`src/rtl/norm_writeback_pkg.sv`:
```
// Shared widths, saturation limits and FSM states for the
// normalization write-back stage.
package norm_writeback_pkg;

    localparam int COL        = 8;
    localparam int BW         = 8;
    localparam int BW_PSUM    = 2 * BW + 4;
    localparam int ADDR_W     = 4;
    localparam int NUM_ROWS   = 8;
    localparam int FIFO_DEPTH = 4;

    function automatic int sat_max(input int w);
        return (1 << (w - 1)) - 1;
    endfunction

    function automatic int sat_min(input int w);
        return -(1 << (w - 1));
    endfunction

    localparam int SAT_MAX = sat_max(BW);
    localparam int SAT_MIN = sat_min(BW);

    typedef enum logic [1:0] {
        IDLE,
        RUN,
        DONE
    } state_t;

endpackage

```
`src/rtl/norm_writeback_wb_fifo.sv`:
```
// Small synchronous row buffer between capture and the SRAM port.
// Flush is synchronous; a push into a full buffer is accepted only with a pop.
module wb_fifo
    import norm_writeback_pkg::*;
#(
    parameter int width = BW * COL,
    parameter int depth = FIFO_DEPTH
) (
    input  logic             clk,
    input  logic             reset,
    input  logic             flush,
    input  logic             push,
    input  logic             pop,
    input  logic [width-1:0] din,
    output logic [width-1:0] dout,
    output logic             full,
    output logic             empty
);

    localparam int ptr_w = $clog2(depth);

    logic [width-1:0] mem [depth];
    logic [ptr_w-1:0] wr_ptr;
    logic [ptr_w-1:0] rd_ptr;
    logic [ptr_w:0]   count;
    logic             do_push;
    logic             do_pop;

    assign full    = count == (ptr_w + 1)'(depth);
    assign empty   = count == '0;
    assign do_pop  = pop && !empty;
    assign do_push = push && (!full || do_pop);
    assign dout    = mem[rd_ptr];

    always_ff @(posedge clk or posedge reset) begin
        if (reset) begin
            wr_ptr <= '0;
            rd_ptr <= '0;
            count  <= '0;
        end else if (flush) begin
            wr_ptr <= '0;
            rd_ptr <= '0;
            count  <= '0;
        end else begin
            if (do_push) begin
                wr_ptr <= wr_ptr + ptr_w'(1);
            end
            if (do_pop) begin
                rd_ptr <= rd_ptr + ptr_w'(1);
            end
            count <= count + (ptr_w + 1)'(do_push)
                           - (ptr_w + 1)'(do_pop);
        end
    end

    always_ff @(posedge clk) begin
        if (do_push && !flush) begin
            mem[wr_ptr] <= din;
        end
    end

endmodule

```
`src/rtl/norm_writeback.sv`:
```
// Normalization write-back: saturate and pack each captured vector,
// buffer it, and stream rows to the shared output SRAM port.
module norm_writeback
    import norm_writeback_pkg::*;
#(
    parameter int col        = COL,
    parameter int bw         = BW,
    parameter int bw_psum    = 2 * bw + 4,
    parameter int addr_w     = ADDR_W,
    parameter int num_rows   = NUM_ROWS,
    parameter int fifo_depth = FIFO_DEPTH
) (
    input  logic                   clk,
    input  logic                   reset,
    input  logic                   start,
    input  logic [addr_w-1:0]      base_addr,
    input  logic [col-1:0]         norm_wr,
    input  logic [bw_psum*col-1:0] sfp_out,
    input  logic                   mem_grant,
    output logic                   mem_cen,
    output logic                   mem_wen,
    output logic [addr_w-1:0]      mem_a,
    output logic [bw*col-1:0]      mem_d,
    output logic                   busy,
    output logic                   done,
    output logic                   err
);

    localparam int row_w = bw * col;
    localparam int cnt_w = $clog2(num_rows + 1);

    localparam logic signed [bw_psum-1:0] hi = bw_psum'(sat_max(bw));
    localparam logic signed [bw_psum-1:0] lo = bw_psum'(sat_min(bw));
    localparam logic [cnt_w-1:0] last_cnt = cnt_w'(num_rows);

    state_t            state;
    state_t            state_nx;
    logic [addr_w-1:0] addr;
    logic [cnt_w-1:0]  rows;
    logic [row_w-1:0]  row;
    logic [row_w-1:0]  head;
    logic              full;
    logic              empty;
    logic              in_run;
    logic              last;
    logic              push;
    logic              stray;
    logic              issue;
    logic              drop;

    for (genvar i = 0; i < col; i++) begin : g_sat
        logic signed [bw_psum-1:0] v;
        assign v = sfp_out[bw_psum*i +: bw_psum];
        assign row[bw*i +: bw] = (v > hi) ? hi[bw-1:0] :
                                 (v < lo) ? lo[bw-1:0] :
                                 v[bw-1:0];
    end

    assign in_run = state == RUN;
    assign last   = rows == last_cnt;
    assign push   = in_run && (&norm_wr) && !start;
    // Anything on the strobe that is not a clean capture is a protocol error.
    assign stray  = !start && (|norm_wr) && !push;
    assign issue  = in_run && !start && !empty && mem_grant && !last;
    assign drop   = push && full && !issue;

    wb_fifo #(
        .width(row_w),
        .depth(fifo_depth)
    ) u_fifo (
        .clk  (clk),
        .reset(reset),
        .flush(start),
        .push (push),
        .pop  (issue),
        .din  (row),
        .dout (head),
        .full (full),
        .empty(empty)
    );

    always_ff @(posedge clk or posedge reset) begin
        if (reset) begin
            state <= IDLE;
        end else begin
            state <= state_nx;
        end
    end

    always_comb begin
        state_nx = state;
        if (start) begin
            state_nx = RUN;
        end else if (in_run && last) begin
            state_nx = DONE;
        end
    end

    always_ff @(posedge clk or posedge reset) begin
        if (reset) begin
            addr    <= '0;
            rows    <= '0;
            err     <= 1'b0;
            busy    <= 1'b0;
            done    <= 1'b0;
            mem_cen <= 1'b1;
            mem_wen <= 1'b1;
            mem_a   <= '0;
            mem_d   <= '0;
        end else begin
            busy    <= state_nx == RUN;
            done    <= state_nx == DONE;
            mem_cen <= !issue;
            mem_wen <= !issue;
            if (start) begin
                addr <= base_addr;
                rows <= '0;
                err  <= 1'b0;
            end else begin
                if (issue) begin
                    addr <= addr + addr_w'(1);
                    rows <= rows + cnt_w'(1);
                end
                if (stray || drop) begin
                    err <= 1'b1;
                end
            end
            if (issue) begin
                mem_a <= addr;
                mem_d <= head;
            end
        end
    end

endmodule

```
`config.mk`:
```
export PLATFORM = sky130hd
export DESIGN_NAME = norm_writeback
export DESIGN_NICKNAME = d
export VERILOG_FILES = /design/src/rtl/norm_writeback_pkg.sv /design/src/rtl/norm_writeback_wb_fifo.sv /design/src/rtl/norm_writeback.sv
export SDC_FILE = /design/constraint.sdc
export NUM_CORES = 1
export LEC_CHECK = 0
export CAP_MARGIN = 25
export CORE_AREA = 2 2 192 156
export CTS_CLUSTER_SIZE = 14
export DETAILED_ROUTE_END_ITERATION = 10
export DIE_AREA = 0 0 194 158
export PLACE_DENSITY = 0.87
export SYNTH_ARGS = -nofsm -noshare
export SYNTH_HDL_FRONTEND = slang
export SYNTH_HIERARCHICAL = 1
export SYNTH_SLANG_ARGS = --single-unit
```
`constraint.sdc`:
```
create_clock -name clk -period 4.6 [get_ports clk]
set_clock_uncertainty 0.05 [all_clocks]
set_input_delay 1.15 -clock clk [delete_from_list [all_inputs] [get_ports clk]]
set_output_delay 1.15 -clock clk [all_outputs]
set_load 0.01 [all_outputs]
```
==> impl_metrics.yaml, run 1 <==
global_route:
  grt_max_degree: 66
  grt_first_pass_wirelength_mm: 48.2
  met1_usage_pct: 26.6
  grt_pass1_vias: 8443
  grt_use_met3_pct: 4.60
  overflow: 0
  grt_busiest_layer: "met2"
  track_usage_pct: 20.6
  antenna_found_initial: 0
  use_met2_pct: 36.6
synthesis:
  netlist_instances: 732
  seq_area_frac_synth_pct: 69.8
  synth_seq_cells: 345
  synth-edff-count: 256
  syn-num-nets: 917
  ys_warn_count: 6
  synth-async-reset-ratio_pct: 25.8
  synth_cell_types: 49
  synth_ff_type: "edfxtp_1"
  synth.avg_cell_area_um2: 19.4
  synth_area_mm2: 0.0142
route:
  drt_iter0_drc: 435
  drtPass1Iterations: 5
  vias_per_cell: 5.60
  wl_mm: 31.0
  num_vias: 7868
  drc: 0
  drtAntennaViolNets: 0
  avgRoutedWirePerCell_um: 22.1
timing:
  hold_viol_final: 0
  worst_pin_slew_ns: 0.990
  fin_crit_ns: 3.61
  fin_tns_setup_ns: 0
  fmax_mhz: 277
  finalCritPeriodShare_pct: 78.5
  max_slew_margin_pct: 34.0
  setup_violations: 0
  rsz0062_at_grt: "false"
  worst_slack_ns: 0.991
  slew_violations: 0
placement:
  dp.cells: 1340
  post_dp_cell_area_mm2: 0.0171
  gp_congestion: 0.775
  place.port_buffers: 248
  pre_cts_ws_ns: 0.510
  dp_hpwl_mm: 20.6
worst_setup_path:
  startpoint_type: "input port"
  crit_path_frequent_cell: "buf_4"
  cpMaxStageDelayCell: "or3b_1"
  slowest_delay_ns: 0.49
  cp.required_ns: 4.70
  arrival_ns: 3.71
  path_max_fanout: 30
  r2r_slack_ns: 1.43
  crit_family: "simple AND/OR/NAND/NOR gates"
  path_buf_inv: 4
  path_cells: "clkdlybuf4s50_1 > or3b_1 > or3_4 > inv_1 > nor4b_4 > nor3b_1 > buf_4 > and2_4 > buf_4"
  worstSetupPathType: "input port to flop"
  endpoint_kind: "flop"
die:
  die_h_um: 158
  initial_utilization_pct: 49.2
  std_cell_rows: 56
  core_mm2: 0.0289
  ios: 249
  die_width_um: 194
  dieArea_mm2: 0.0307
clock_tree:
  cts_hold_buf: 0
  clkLatencyLatePin_ns: 0.53
  cts_buffers: 35
  ctsResizeCount: 0
  cts_tree: "yes"
  cts.sinks: 345
  cts-root-buf: "clkbuf_16"
  cts_max_level: 2
  clk_pin_slew_worst_paths_ns: 0.06
  postCtsSetupRepairBufs: 0
  cts_buffer_depth: 3
pwr:
  powerDensity_mw_per_mm2: 355
  cellLeakagePower_nw: 6.57
  vdd_drop_max_v: 0.000274
final_layout:
  fin_nets: 1186
  nFillCells: 1993
  finalInstanceArea_mm2: 0.0182
  layout-drive-gt1-share_pct: 21.2
  area_growth_pct: 28.3
  n_antenna_cell: 0
  stdcell_count: 1405
hold_path:
  min-delay-path-class: "flop to flop"
outcome:
  status: "finished, final reports clean"
flow_run:
  maxCapViolations: 0
==> placed cells by master (no fill, tap or decap), types with 2 or more instances in the layout <==
cell	synthesis	routed
a21oi_1	2	2
a31o_2	2	2
a31oi_1	11	11
and2_4	0	4
buf_12	6	6
buf_4	3	10
bufinv_16	0	3
clkbuf_1	12	12
clkbuf_16	0	35
clkdlybuf4s50_1	0	248
clkinv_1	1	3
clkinv_2	0	8
dfrtp_1	88	86
dfrtp_4	0	2
edfxtp_1	256	256
ha_1	8	8
inv_1	12	11
mux2_2	4	4
mux2_4	67	67
mux2i_1	3	3
mux4_2	64	64
nand2_1	5	5
nand2b_1	4	4
nand3_1	4	4
nand4_1	26	26
nor2_1	12	12
nor2b_1	2	2
nor3_1	2	2
nor3b_1	2	2
nor4_1	25	25
o21a_1	56	56
o31ai_1	11	11
o41ai_1	2	2
or4_1	4	4
xor2_1	3	3
==> kinds of logic (layout without fill, tap and decap cells) <==
kind of cell / count (synthesis) / after routing / share of synthesized area, %
flip-flops: 345 / 345 / 69.8
multiplexers: 138 / 138 / 17.7
AND/OR/NAND/NOR: 99 / 99 / 4.29
AO/OA/AOI/OAI: 89 / 89 / 4.63
buffers and inverters: 48 / 344 / 2.49
adder cells (fa/ha/maj): 9 / 9 / 0.845
XOR/XNOR: 4 / 4 / 0.246
==> synth_stat cells, types with 4 or more instances <==
cell	instances	area (µm²)
inv_1	12	45.0
o21a_1	56	420
mux4_2	64	1440
clkbuf_1	12	45.0
nand2_1	5	18.8
mux2_4	67	1010
nor2_1	12	45.0
ha_1	8	100
edfxtp_1	256	7690
buf_6	6	67.6
nor4_1	25	156
buf_2	7	35.0
mux2_2	4	45.0
nand4_1	26	163
dfrtp_1	88	2200
buf_12	6	120
or4_1	4	30.0
o31ai_1	11	82.6
a31oi_1	11	68.8
nand3_1	4	20.0
nand2b_1	4	25.0
and2_1	4	25.0
==> report_power, final <==
part | total, mW | internal (mW) | switching (mW) | leakage, nW
Sequential | 3.38 | 3.37 | 0.0106 | 3.53
Clock | 2.76 | 1.60 | 1.16 | 0.545
Combinational | 0.335 | 0.194 | 0.142 | 2.49
==> state kept, by name, indices dropped and copies added (netlist names), 2 cells and up <==
name           cells
addr               4
mem_a              4
mem_d             64
rows               4
state              2
u_fifo/count       3
u_fifo/mem       256
u_fifo/rd_ptr      2
u_fifo/wr_ptr      2
==> cell type report <==
class                      instances  area, µm²  area share (%)
clock buffer                      47        921            5.05
clock inverter                    17        200            1.10
inverter                          13       51.3           0.281
multi-input combinational        339       3960            21.7
sequential                       345       9920            54.4
tap                              377        472            2.59
timing repair buffer             267       2720            14.9
==> final timing paths <==
kind | end | startpoint | depth (start not counted)
worst max-delay path | u_fifo/mem[3][20] | start | 9
worst min-delay path | mem_d[39] | mem_d[39] | 1
worst max register to register | mem_d[55] | rows[0] | 7
worst min register to register | mem_d[39] | mem_d[39] | 1
max in group asynchronous | mem_d[21] | reset | 3
min in group asynchronous | u_fifo/rd_ptr[1] | reset | 2
==> per-layer routing <==
layer	vias to the layer above	wire, µm
li1	3533	-
met1	4008	12700
met2	283	15900
met3	44	1970
met4	0	480
met5	-	0
==> metrics by stage <==
stage               total power [mW]  utilization [%]  hold WS, ns
CTS                             6.52             63.2        0.466
global route                    6.67             63.2        0.480
finish                          6.47             63.2        0.460
global placement                3.76             59.2        0.438
detailed placement              3.78             59.3        0.440
floorplan                       3.54                -        0.427
Power figures use the tool's default switching activity.
==> run 2: changes to the inputs <==
- clock period: 4.6 -> 3.8 ns (I/O delays scaled with it)
==> impl_metrics.yaml, run 2 (synthesis results as in run 1) <==
die:
  die_width_um: 194
  die_h_um: 158
  core_mm2: 0.0289
  dieArea_mm2: 0.0307
  ios: 249
  initial_utilization_pct: 49.2
  std_cell_rows: 56
hold_path:
  min-delay-path-class: "flop to flop"
  hp-start: "mem_d[33]"
global_route:
  grt_pass1_vias: 8535
  grt_first_pass_wirelength_mm: 48.1
  grt_max_degree: 66
  overflow: 0
  track_usage_pct: 20.5
  antenna_found_initial: 0
final_layout:
  stdcell_count: 1408
  n_antenna_cell: 0
  final_cell_mix: "edfxtp_1 (256), clkdlybuf4s50_1 (248), dfrtp_1 (86), mux2_4 (67), mux4_2 (64)"
  nFillCells: 1996
  layout-drive-gt1-share_pct: 21.5
  reg_top3: "u_fifo/mem x256, mem_d x64"
  largest_register_ffs: 256
  final_common_cell: "edfxtp_1"
  top_register: "u_fifo/mem"
  area_growth_pct: 28.9
  fin_nets: 1189
route:
  wl_mm: 31.0
  num_vias: 7983
  drtPass1Iterations: 5
  drt_iter0_drc: 630
  vias_per_cell: 5.67
  drtAntennaViolNets: 0
  drc: 0
  avgRoutedWirePerCell_um: 22.0
timing:
  fmax_mhz: 307
  fin_tns_setup_ns: 0
  setup_violations: 0
  worst_slack_ns: 0.539
  fin_crit_ns: 3.26
  max_slew_margin_pct: 34.9
  hold_viol_final: 0
  worst_pin_slew_ns: 0.977
  slew_violations: 0
  rsz0062_at_grt: "false"
  finalCritPeriodShare_pct: 85.8
clock_tree:
  cts_tree: "yes"
  cts_buffer_depth: 3
  clkLatencyLatePin_ns: 0.52
  clk_pin_slew_worst_paths_ns: 0.06
  cts-root-buf: "clkbuf_16"
  ctsResizeCount: 0
  cts_buffers: 35
  cts_max_level: 2
  cts.sinks: 345
  postCtsSetupRepairBufs: 0
  cts_hold_buf: 0
worst_setup_path:
  path_max_fanout: 5
  slowest_delay_ns: 0.42
  crit_end: "u_fifo/count[2]"
  crit_family: "simple AND/OR/NAND/NOR gates"
  setup.worst_path.start: "start"
  endpoint_kind: "flop"
  worstRegToRegCells: 7
  cp.depth: 11
  worstSetupPathType: "input port to flop"
  startpoint_type: "input port"
  cp.required_ns: 4.14
  r2r_slack_ns: 0.65
  arrival_ns: 3.60
  r2r-end: "mem_d[26]"
  rr_startpoint: "rows[0]"
  cpMaxStageDelayCell: "clkdlybuf4s50_1"
  path_buf_inv: 3
  path_cells: "clkdlybuf4s50_1 > or3b_1 > buf_4 > nor3_1 > nor2b_2 > a21o_1 > ha_1 > inv_1 > fa_1 > xnor2_1 > nor2_1"
placement:
  gp_congestion: 0.761
  dp_hpwl_mm: 20.8
  pre_cts_ws_ns: 0.0727
  dp.cells: 1344
  place.port_buffers: 248
outcome:
  status: "finished, final reports clean"
pwr:
  cellLeakagePower_nw: 6.59
  powerDensity_mw_per_mm2: 424
  vdd_drop_max_v: 0.000307
  p_total_mw: 7.77
flow_run:
  maxCapViolations: 0
[run 2: report_power, final]
group	internal [mW]	switching (mW)	leakage, nW	total, mW
clock network	1.89	1.38	0.541	3.27
registers	4.08	0.0126	3.53	4.09
logic	0.236	0.173	2.53	0.409
[run 2: cell type report]
class	instances	area, µm²	area share, %
clock inverters	21	169	0.922
inverters	13	51.3	0.280
multi-input cells	339	3960	21.6
repair buffers	270	2820	15.4
flip-flops and latches	345	9920	54.2
clock buffers	43	927	5.06
well taps	377	472	2.57
[run 2: stage by stage]
step	instance area, µm²	hold slack (ns)	utilization, %
4_1_cts	18300	0.462	63.5
6_report	18300	0.458	63.5
3_5_place_dp	17200	0.443	59.7
5_1_grt	18300	0.476	63.5
3_3_place_gp	17200	0.443	59.6
2_1_floorplan	14200	0.427	-
[run 2: how the worst min path moves through the flow]
stage                end  slack [ns]  depth (start not counted)
2_1_floorplan    rows[2]        0.43                          1
3_3_place_gp   mem_d[25]        0.44                          1
3_5_place_dp   mem_d[30]        0.44                          1
4_1_cts        mem_d[39]        0.46                          1
5_1_grt        mem_d[56]        0.48                          1
6_report       mem_d[33]        0.46                          1
[run 2: routing by layer]
layer	wire length, µm	GRT usage, %	up-vias
met5	0	0	-
met4	647	5.34	0
met3	2030	4.20	57
met2	15300	34.3	303
met1	13000	27.7	4095
li1	-	-	3528
